--- src/rtl/ltc_pkg.sv ---
// Shared types and constants for the LTC write arbiter and its statistics block.
package ltc_pkg;
  localparam int LTC_W = 48;

  typedef enum logic [1:0] {
    S_IDLE    = 2'd0,
    S_COMMIT  = 2'd1,
    S_HOLDOFF = 2'd2
  } state_e;

  localparam logic SRC_ICM = 1'b0;
  localparam logic SRC_SW  = 1'b1;
endpackage

--- src/rtl/ltc_wr_stats.sv ---
// Per-load statistics: wrapping load counter and the correction applied by each load.
module ltc_wr_stats import ltc_pkg::*; (
  input  logic             clk,
  input  logic             rst_n,
  input  logic             load_i,
  input  logic [LTC_W-1:0] load_data_i,
  input  logic [LTC_W-1:0] ltc_i,
  output logic [15:0]      wr_cnt_o,
  output logic [LTC_W-1:0] last_delta_o,
  output logic             delta_valid_o
);
  logic [15:0]      cnt_q;
  logic [LTC_W-1:0] delta_q;
  logic             dvld_q;

  // Without the load the counter would have advanced to ltc+1; delta is the jump relative to that.
  always_ff @(posedge clk or negedge rst_n) begin
    if (!rst_n) begin
      cnt_q   <= '0;
      delta_q <= '0;
      dvld_q  <= 1'b0;
    end else begin
      dvld_q <= load_i;
      if (load_i) begin
        cnt_q   <= cnt_q + 16'd1;
        delta_q <= load_data_i - ltc_i - LTC_W'(1);
      end
    end
  end

  assign wr_cnt_o      = cnt_q;
  assign last_delta_o  = delta_q;
  assign delta_valid_o = dvld_q;
endmodule

--- src/rtl/ltc_wr_arbiter.sv ---
// Arbitrates ICM and software writes onto the single LTC load port, with post-load holdoff.
// Optional statistics (wr_cnt, last_delta, delta_valid) are built when LTC_WR_ARB_STATS_EN is defined.
module ltc_wr_arbiter import ltc_pkg::*; #(
  parameter logic [LTC_W-1:0] COMMIT_ADJ  = LTC_W'(1),
  parameter int unsigned      HOLDOFF_CNT = 16
) (
  input  logic             clk,
  input  logic             rst_n,
  input  logic [LTC_W-1:0] ltc,
  input  logic             icm_wr_req,
  input  logic [LTC_W-1:0] icm_wr_data,
  input  logic             icm_rdy,
  input  logic             sw_wr_req,
  input  logic [LTC_W-1:0] sw_wr_data,
  input  logic             sw_force,
  output logic             ltc_load,
  output logic [LTC_W-1:0] ltc_load_data,
  output logic             sw_wr_ack,
  output logic             sw_wr_nack,
  output logic             busy,
  output logic             last_src,
  output logic             icm_overrun,
  output logic [15:0]      wr_cnt,
  output logic [LTC_W-1:0] last_delta,
  output logic             delta_valid
);
  state_e           state_q, state_d;
  logic [15:0]      hold_q;
  logic             pend_vld_q, pend_vld_d;
  logic [LTC_W-1:0] pend_data_q;
  logic [LTC_W-1:0] load_data_q;
  logic             src_q, ack_q, nack_q, ovr_q;
  logic             idle, icm_take, sw_accept;
  logic [LTC_W-1:0] job_data;

  assign idle      = (state_q == S_IDLE);
  assign icm_take  = idle && (pend_vld_q || icm_wr_req);
  assign sw_accept = idle && sw_wr_req && !pend_vld_q && !icm_wr_req && (!icm_rdy || sw_force);
  // The older pending request is served first; a same-cycle arrival then stays pending.
  assign job_data  = icm_take ? (pend_vld_q ? pend_data_q : icm_wr_data) : sw_wr_data;

  always_ff @(posedge clk or negedge rst_n) begin
    if (!rst_n) state_q <= S_IDLE;
    else        state_q <= state_d;
  end

  always_comb begin
    state_d = state_q;
    case (state_q)
      S_IDLE:    if (icm_take || sw_accept) state_d = S_COMMIT;
      S_COMMIT:  state_d = S_HOLDOFF;
      S_HOLDOFF: if (hold_q == 16'd0) state_d = S_IDLE;
      default:   state_d = S_IDLE;
    endcase
  end

  always_comb begin
    ltc_load = (state_q == S_COMMIT);
    busy     = !idle || pend_vld_q;
  end

  always_comb begin
    pend_vld_d = pend_vld_q;
    if (icm_take) pend_vld_d = 1'b0;
    if (icm_wr_req && !(icm_take && !pend_vld_q)) pend_vld_d = 1'b1;
  end

  always_ff @(posedge clk or negedge rst_n) begin
    if (!rst_n) begin
      hold_q      <= '0;
      pend_vld_q  <= 1'b0;
      pend_data_q <= '0;
      load_data_q <= '0;
      src_q       <= SRC_ICM;
      ack_q       <= 1'b0;
      nack_q      <= 1'b0;
      ovr_q       <= 1'b0;
    end else begin
      pend_vld_q <= pend_vld_d;
      if (icm_wr_req) pend_data_q <= icm_wr_data;
      if (icm_wr_req && pend_vld_q && !icm_take) ovr_q <= 1'b1;
      if (icm_take || sw_accept) begin
        load_data_q <= job_data + COMMIT_ADJ;
        src_q       <= icm_take ? SRC_ICM : SRC_SW;
      end
      ack_q  <= sw_accept;
      nack_q <= sw_wr_req && !sw_accept;
      if (state_q == S_COMMIT)                        hold_q <= 16'(HOLDOFF_CNT - 1);
      else if (state_q == S_HOLDOFF && hold_q != '0)  hold_q <= hold_q - 16'd1;
    end
  end

  assign ltc_load_data = load_data_q;
  assign last_src      = src_q;
  assign sw_wr_ack     = ack_q;
  assign sw_wr_nack    = nack_q;
  assign icm_overrun   = ovr_q;

`ifdef LTC_WR_ARB_STATS_EN
  ltc_wr_stats u_stats (
    .clk          (clk),
    .rst_n        (rst_n),
    .load_i       (ltc_load),
    .load_data_i  (load_data_q),
    .ltc_i        (ltc),
    .wr_cnt_o     (wr_cnt),
    .last_delta_o (last_delta),
    .delta_valid_o(delta_valid)
  );
`else
  logic unused_ltc;
  assign unused_ltc  = ^ltc;
  assign wr_cnt      = '0;
  assign last_delta  = '0;
  assign delta_valid = 1'b0;
`endif
endmodule

--- config.mk ---
export PLATFORM = sky130hd
export DESIGN_NAME = ltc_wr_arbiter
export DESIGN_NICKNAME = d
export VERILOG_FILES = /design/src/rtl/ltc_pkg.sv /design/src/rtl/ltc_wr_stats.sv /design/src/rtl/ltc_wr_arbiter.sv
export SDC_FILE = /design/constraint.sdc
export NUM_CORES = 1
export LEC_CHECK = 0
export BUFFER_PORTS_ARGS = -buffer_cell sky130_fd_sc_hd__buf_2
export CORE_ASPECT_RATIO = 1.5
export CORE_MARGIN = 2
export CORE_UTILIZATION = 50
export DETAILED_ROUTE_END_ITERATION = 6
export PLACE_DENSITY = 0.91
export RECOVER_POWER = 50
export SETUP_SLACK_MARGIN = 0.15
export SLEW_MARGIN = 25
export SYNTH_ARGS = -nofsm -noshare
export SYNTH_HDL_FRONTEND = slang
export SYNTH_SLANG_ARGS = --single-unit
--- constraint.sdc ---
create_clock -name clk -period 5.35 [get_ports clk]
set_input_delay 0.2675 -clock clk [delete_from_list [all_inputs] [get_ports clk]]
set_output_delay 0.2675 -clock clk [all_outputs]
set_load 0.02 [all_outputs]
; ---- Yosys cells after proc, flatten, opt, wreduce, memory -nomap -nowiden
; Cells that the tools add are included.
[word_totals]
mem_count = 0
mem_bits_ro = 0
register_bits = 119
wordCells = 53
in_bits = 150
latch_bits = 0
output_inout_bits = 119
ram_bits = 0
[op_classes]
n_reduce_logical = 28
n_mux = 10
bitwise_logic = 0
addsub = 2
n_div = 0
n_mul = 0
n_eq_ne = 4
shift = 0
magnitude_cmp = 0
[op_table]
columns = operator, n
row1 = $mux 48, 2
row2 = $add 48x1->48 const B, 1
row3 = $mux 16, 2
row4 = $logic_not 16->1, 1
row5 = $reduce_bool 16->1, 1
row6 = $sub 16x1->16 const B, 1
row7 = $logic_and 1x1->1, 11
row8 = $logic_not 1->1, 7
row9 = $pmux 2 s3, 1
row10 = $logic_or 1x1->1, 4
row11 = $mux 2, 2
row12 = $reduce_bool 2->1, 2
row13 = $mux 1, 3
row14 = $eq 2x1->1 const B, 1
row15 = $eq 2x2->1 const B, 1
row16 = $logic_not 2->1, 1
row17 = $ne 2x1->1 const B, 1
row18 = $ne 2x2->1 const B, 1
row19 = $reduce_and 2->1, 1

; ---- Depth between registers and ports, before layout
; Gate-level depths: netlist of the first run.
[logic_depth]
depth_word = 8
ltp_mapped = 18

; ---- Worst setup path after synthesis of the first run
; No wires, ideal clock.
[synth_timing]
kind = register to register
startpoint = register pend_vld_q
endpoint = register load_data_q[42] (netlist: ltc_load_data[42])
period_less_slack_ns = 3.778
t_arrival_ns = 3.697
required_time_ns = 5.268
path_slack_ns = 1.572
path_buffers = 7
path_stages_with_launch = 18
cell_sequence = dfrtp_1 > buf_4 > or2_1 > buf_2 > nand2_1 > buf_2 > clkbuf_1 > clkbuf_1 > clkbuf_1 > nand2_1 > o21ai_0 > ha_1 > o221ai_2 > nor4b_2 > buf_4 > nand4_1 > or3_1 > a31oi_1
[synth_between]
elab_chain_len = 5
elab_cells_between_ends = 10
cone_classes = add/sub (1) / mux (2) / reduce/logical (7)
[synth_rtl]
columns = element, line_no
row1 = from (decl), ltc_wr_arbiter.sv:29  ; logic pend_vld_q, pend_vld_d;
row2 = from (signal assigned), ltc_wr_arbiter.sv:79  ; pend_vld_q <= pend_vld_d;
row3 = branches (longest 5 deep; another with $add 48x1->48), n/a
row4 = to (signal assigned), ltc_wr_arbiter.sv:83  ; load_data_q <= job_data + COMMIT_ADJ;
row5 = to (decl), ltc_wr_arbiter.sv:31  ; logic [LTC_W-1:0] load_data_q;
; Parallel ways; which one is timed is not known.
; A chain may end at the register's enable or synchronous reset.

; ---- Final worst setup path of the first run
[layout_timing]
startpoint = input icm_wr_req
endpoint = register load_data_q[42] (netlist: ltc_load_data[42])
[layout_between]
elab_chain_len = 4
elab_cells_between_ends = 8
cone_classes = add/sub (1) / mux (1) / reduce/logical (6)
[layout_rtl]
columns = element, line_no
row1 = from (decl), ltc_wr_arbiter.sv:10  ; input logic icm_wr_req,
row2 = $logic_or 1x1->1 / $logic_not 1->1 (equally long branches), "ltc_wr_arbiter.sv:37, ltc_wr_arbiter.sv:38"
row3 = "$logic_and 1x1->1, on equally long branches", "ltc_wr_arbiter.sv:37, ltc_wr_arbiter.sv:38"
row4 = $mux 48 / $logic_and 1x1->1 (equally long branches), "ltc_wr_arbiter.sv:40, ltc_wr_arbiter.sv:38"
row5 = $add 48x1->48 / $logic_or 1x1->1 (equally long branches), "ltc_wr_arbiter.sv:83, ltc_wr_arbiter.sv:82"
; Several ways; a longest one is shown, not always the timed one.

==> key figures, run 1 <==
Synth
  – EDFF count, synth: 0
  – Synth Flop Type: dfrtp_1
  – Cell with the most instances after synthesis: dfrtp_1
  – Netlist Area Pre-Place: 8190 um^2
  – Synth top area share: 36.4%
  – Syn Inst Count: 888
  – Post-synth top area cell: dfrtp_1
  – Number of synthesis warnings: 0
  – Seq/Total Area, Yosys: 36.4%
  – Post-synth cell types: 81
  – Async SR Flop Fraction: 100%
  – Top post-synthesis cells by area: dfrtp_1, mux2_2, buf_4, mux2i_1, nand2_1
  – FF+latch count, synth: 119
  – Post-synth top cells: dfrtp_1, nand2_1, buf_4
  – Avg Cell Area, Syn: 9.22 um^2

Power and ir drop
  – Maximum VDD drop: 335 uV
  – Cell-internal power: 2.60 mW
  – Tot Pwr: 4.79 mW
  – Sw Share: 45.6%
  – NetSw: 2.19 mW
  – Combinational cell fraction of total power: 47.9%
  – Register share of total power: 28.4%
  – Power Density: 514 nW/um^2
  – Clock power frac: 23.7%
  – Pleak: 4.03 nW

Routing
  – Wirelength per Cell: 18.8 um
  – DRT Wirelength: 23.3 mm
  – Drt drc: 0
  – Vias per std cell: 5.96
  – Post-DRT Antenna Nets: 0
  – Via count: 7394
  – Drt initial violations: 600
  – DRT Pass-1 Iters: 7

CTS
  – Clock sink count: 119
  – Clock slew at reported path FFs: 0.06 ns
  – H-tree lvl count: 4
  – Post-CTS resize count: 0
  – Worst skew pair latency: 0.43 ns
  – Clock Path Buffers: 2
  – CTS tree: yes
  – CTS buffer count: 17
  – Root buffer cell: clkbuf_16

Setup path
  – Required @ worst endpoint: 5.71 ns
  – Critical path class: input port to flip-flop
  – Worst Path Arrival: 4.88 ns
  – Critical Path Fanout Max: 38
  – Critical Path End Type: flip-flop
  – CP Launch Type: input port

STA
  – Setup tns final: 0 ns
  – Final setup fails: 0
  – Final period utilization: 84.5%
  – Slew Limit Headroom: -29.8%
  – Fin Clk Skew: 0.0142 ns
  – Post-layout min period: 4.52 ns
  – Slew Limit Fails: 39
  – RSZ-0062 raised after global routing: false
  – Slew @ Worst Pin: 1.95 ns
  – Achievable Freq: 221 MHz
  – Final hold violation count: 0
  – Final hold slack: 0.0782 ns

Finish
  – Final instance area: 9310 um^2
  – Fin util: 57.8%
  – Final-stage net count: 1170
  – Share of layout cells above drive strength 1: 22.8%
  – # fillers: 1373
  – P&R area growth vs syn: 13.7%

GRT
  – Antenna violations before repair: 5
  – Largest net degree at the start of global routing: 76
  – Grt total ovfl: 0
  – First-pass GRT wire length: 36.1 mm
  – Overall routing resource usage: 26.7%
  – Number of global-route vias before repair: 6890

Die
  – Core area: 16100 um^2
  – Chip height: 161 um
  – Num rows: 57
  – Starting Density: 50.8%
  – Num ports: 269
  – Die area: 17400 um^2
  – Die Wd: 108 um

Outcome
  – Failing checks: max-capacitance violations, max-slew violations
  – Outcome: finished, violations left

Placement
  – DP Wirelength: 17.3 mm
  – RD Place Congestion: 0.983
  – IO buf count: 155
  – Dpl cell area: 8760 um^2

Worst hold path
  – Worst min-delay path class: input port to flip-flop

Run
  – Max-Cap Viols: 1
metal layers:
layer	up-vias	global-route usage (%)	share of wire [%]
met5	-	0	0.034
met3	72	5.52	8.5
li1	3421	-	-
met4	2	13.2	4.5
met2	411	43.2	48
met1	3488	33.6	39
critical path: stages:
cell and delay [ns]:
clkbuf_1 1.36, or2_1 0.63, nand2_2 0.22, o21ai_0 0.45
ha_1 0.34, o221ai_2 0.20, nor4b_2 0.42, buf_4 0.25
nand4_1 0.18, or3_1 0.39, a31oi_1 0.16
state kept, by name (all words and copies together), names as in the netlist:
name / count
pend_vld_q: 1
hold_q: 16
state_q: 2
pend_data_q: 48
icm_overrun: 1
ltc_load_data: 48
sw_wr_ack: 1
sw_wr_nack: 1
last_src: 1
metrics by stage:
step                      setup WS, ns  cells
after floorplan                   1.57    952
after global placement            1.45   1203
after detailed placement          1.33   1203
after CTS                         1.41   1235
after global routing             0.604   1239
final                            0.829   1241
repair_timing:
action,4_1_cts,5_1_grt
hold buffers,0,1
hold endpoints to repair,0,74
buffers inserted,0,0
cells by family after synthesis:
family | share of synthesized area, %
adders and majority gates | 0.581
other | 0.0458
DFF | 36.4
muxes | 11.8
and+or+nand+nor | 19.0
AOI/OAI and AO/OA | 17.6
buffers and inverters | 10.4
xor gates and xnor gates | 4.17
final timing paths:
kind	from	end	slack [ns]	cells after the start
max	icm_wr_req	ltc_load_data[42]	0.83	11
min	icm_wr_data[46]	pend_data_q[46]	0.08	2
max reg2reg	pend_vld_q	ltc_load_data[42]	1.27	10
min reg2reg	ltc_load_data[43]	ltc_load_data[43]	0.47	2
max in group asynchronous	rst_n	ltc_load_data[20]	3.88	3
min in group asynchronous	rst_n	pend_data_q[13]	0.42	2
area by class of cell:
type | instances | area, um^2 | area share, %
Sequential cell | 119 | 2980 | 32.0
Antenna cell | 5 | 12.5 | 0.134
Clock buffer | 18 | 429 | 4.61
Inverter | 13 | 48.8 | 0.524
Clock inverter | 14 | 151 | 1.63
Tap cell | 206 | 258 | 2.77
Timing Repair Buffer | 168 | 827 | 8.88
Multi-Input combinational cell | 698 | 4610 | 49.5
cells in the final DEF (no fill, tap or decap), types with 12 or more instances in the layout:
cell	count
dfrtp_1	118
buf_2	110
nand2_1	73
conb_1	65
mux2_2	52
nor2_1	48
nand3_1	48
a21oi_1	47
clkbuf_1	45
o21ai_0	44
mux2i_1	38
xnor2_1	25
nor3_1	19
clkbuf_16	17
o22ai_1	15
xor2_1	14
nand4_1	13
a31oi_1	13
a211oi_1	13
inv_1	12
or3_1	12
buf_4	12
power groups by stage:
stage	Combinational, mW	Sequential, mW	Clock, mW
final	2.29	1.36	1.14
after global routing	2.49	1.39	1.18
after CTS	2.30	1.35	1.14
after detailed placement	2.28	1.37	0
after global placement	2.23	1.36	0
after floorplan	1.59	1.51	0
(Power assumes the default switching activity.)
==> inputs of run 2 (changes only) <==
--- a/config.mk
+++ b/config.mk
@@ -8,9 +8,9 @@
 export BUFFER_PORTS_ARGS = -buffer_cell sky130_fd_sc_hd__buf_2
 export CORE_ASPECT_RATIO = 1.5
 export CORE_MARGIN = 2
-export CORE_UTILIZATION = 50
+export CORE_UTILIZATION = 47
 export DETAILED_ROUTE_END_ITERATION = 6
-export PLACE_DENSITY = 0.91
+export PLACE_DENSITY = 0.9
 export RECOVER_POWER = 50
 export SETUP_SLACK_MARGIN = 0.15
 export SLEW_MARGIN = 25
==> constraint.sdc (replaced) <==
create_clock -name clk -period 3.85 [get_ports clk]
set_input_delay 0.1925 -clock clk [delete_from_list [all_inputs] [get_ports clk]]
set_output_delay 0.1925 -clock clk [all_outputs]
set_load 0.02 [all_outputs]
==> run 2 against run 1 <==
The run still ends with max-capacitance violations, max-slew violations left. Flip-flop and latch count is the same. Critical endpoint is now ltc_load_data[32]. Highest routed layer unchanged. Worst setup slack lost 0.43 ns. Clock skew shrank 0.0056 ns. Critical path type is now flip-flop to flip-flop.
==> key figures, run 2 (synthesized netlist as in run 1, its figures left out) <==
Finish
  – Post-Layout Cell Count: 1260 (+1.5%)
  – Most frequent cells in the layout: dfrtp_1, buf_2, nand2_1
  – Final instance area: 9400 um^2 (+0.90%)
  – Fin util: 54.6% (-3.1 points)
  – Share of layout cells above drive strength 1: 22.9% (+0.047 points)
  – P&R area growth vs syn: 14.7%
  – # fillers: 1544 (+12%)
  – Final-stage net count: 1181 (+0.94%)
  – Commonest non-fill, non-tap cell in the layout: dfrtp_1

Routing
  – DRT Pass-1 Iters: 7 (unchanged)
  – Via count: 7557 (+2.2%)
  – Drt initial violations: 547 (-8.8%)
  – Vias per std cell: 6.00 (+0.66%)
  – Wirelength per Cell: 18.8 um (about the same)
  – Post-DRT Antenna Nets: 0 (unchanged)
  – Drt drc: 0 (unchanged)
  – DRT Wirelength: 23.7 mm (+1.6%)

STA
  – Worst Slack Setup Final: 0.397 ns (-0.432 ns)
  – Slew @ Worst Pin: 1.77 ns (-0.175 ns)
  – Setup tns final: 0 ns (unchanged)
  – Achievable Freq: 290 MHz
  – Final period utilization: 89.7%
  – Post-layout min period: 3.45 ns
  – Final setup fails: 0 (unchanged)
  – RSZ-0062 raised after global routing: false
  – Slew Limit Headroom: -18.1% (+12 points)
  – Final hold slack: 0.0204 ns (-0.0578 ns)
  – Final hold violation count: 0 (unchanged)
  – Slew Limit Fails: 69 (+77%)
  – Fin Clk Skew: 0.00857 ns (-0.00562 ns)

Setup path
  – Buf+Inv Stages, Crit Path: 1 (-1)
  – CP Launch Type: flip-flop
  – Critical Path End Type: flip-flop
  – Critical path class: flip-flop to flip-flop
  – Crit-path slowest cell: dfrtp_1
  – Critical Path Fanout Max: 12 (-68%)
  – CP top delay family: simple AND/OR/NAND/NOR gates
  – Required @ worst endpoint: 4.16 ns (-1.55 ns)
  – Worst Path Arrival: 3.76 ns (-1.12 ns)
  – Worst-path cell chain: nor2_2, nand2_2, o21ai_0, ha_1, o221ai_2, nor4b_2, buf_4, nand4_1, or3_1, o211a_1
  – CP peak stage delay: 0.47 ns (-0.89 ns)

GRT
  – First-pass GRT wire length: 37.4 mm (+3.5%)
  – Largest net degree at the start of global routing: 69 (-9.2%)
  – Grt total ovfl: 0 (unchanged)
  – Antenna violations before repair: 7 (+2)
  – Overall routing resource usage: 25.2% (-1.5 points)
  – Number of global-route vias before repair: 7083 (+2.8%)

Outcome
  – Outcome: finished, violations left
  – Failing checks: max-capacitance violations, max-slew violations

Die
  – Die Wd: 112 um (+3.0%)
  – Starting Density: 47.6% (-3.2 points)
  – Num ports: 269 (unchanged)
  – Core area: 17200 um^2 (+6.7%)
  – Die area: 18500 um^2 (+6.2%)
  – Chip height: 166 um (+3.1%)
  – Num rows: 59 (+3.5%)

Power and ir drop
  – Tot Pwr: 6.73 mW (+41%)
  – Pleak: 4.06 nW (+0.69%)
  – Power Density: 716 nW/um^2 (+39%)
  – Maximum VDD drop: 507 uV (+51%)

Placement
  – Pre-CTS setup slack: 0.438 ns (-0.897 ns)
  – DP Wirelength: 17.8 mm (+3.1%)
  – RD Place Congestion: 0.935 (-4.9%)
  – Placed Cells: 1221 (+1.5%)
  – IO buf count: 155 (unchanged)
  – Dpl cell area: 8850 um^2 (+1.0%)

CTS
  – CTS tree: yes
  – Clock Path Buffers: 2 (unchanged)
  – H-tree lvl count: 4 (unchanged)
  – Clock sink count: 119 (unchanged)
  – Clock slew at reported path FFs: 0.06 ns (about the same)
  – Worst skew pair latency: 0.42 ns (about the same)
  – Root buffer cell: clkbuf_16
  – CTS buffer count: 17 (unchanged)

Run
  – Max-Cap Viols: 1 (unchanged)

Worst hold path
  – Worst min-delay path class: input port to flip-flop
-- run 2: power by group --
group	internal [mW]	switching (mW)	total, mW
logic	1.11	2.21	3.33
clock network	0.985	0.582	1.57
registers	1.60	0.238	1.84
-- run 2: layer usage --
metal	GRT usage, %	vias up	part of all wire [%]
met5	0	-	0.030
met1	32.0	3576	39
met4	13.4	2	4.9
li1	-	3432	-
met2	40.8	449	48
met3	4.54	98	7.5
-- run 2: worst paths after layout --
| check | slack, ns | depth (start not counted) | endpoint | start |
|---|---|---|---|---|
| hold reg to reg | 0.47 | 2 | ltc_load_data[1] | ltc_load_data[1] |
| min in group asynchronous | 0.79 | 2 | ltc_load_data[5] | rst_n |
| max in group asynchronous | 1.82 | 3 | ltc_load_data[4] | rst_n |
| setup reg to reg | 0.40 | 10 | ltc_load_data[32] | state_q[0] |
| setup / recovery | 0.40 | 10 | ltc_load_data[32] | state_q[0] |
| hold / removal | 0.02 | 2 | sw_wr_nack | sw_wr_req |
-- run 2: final cells by class --
cell class	instances	area, um^2	area share, %
Antenna cell	6	15.0	0.160
Tap cell	213	267	2.84
Sequential cell	119	2980	31.7
Multi-Input combinational cell	698	4610	49.1
Clock inverter	11	125	1.33
Clock buffer	21	460	4.90
Timing Repair Buffer	179	892	9.49
Inverter	13	48.8	0.519
-- run 2: repair_timing --
item | 4_1_cts | 5_1_grt
buffers inserted | 0 | 0
endpoints found under the setup margin | 0 | 5
resized for setup | 0 | 2
endpoints found under the hold margin | 66 | 0
hold buffers | 1 | 0
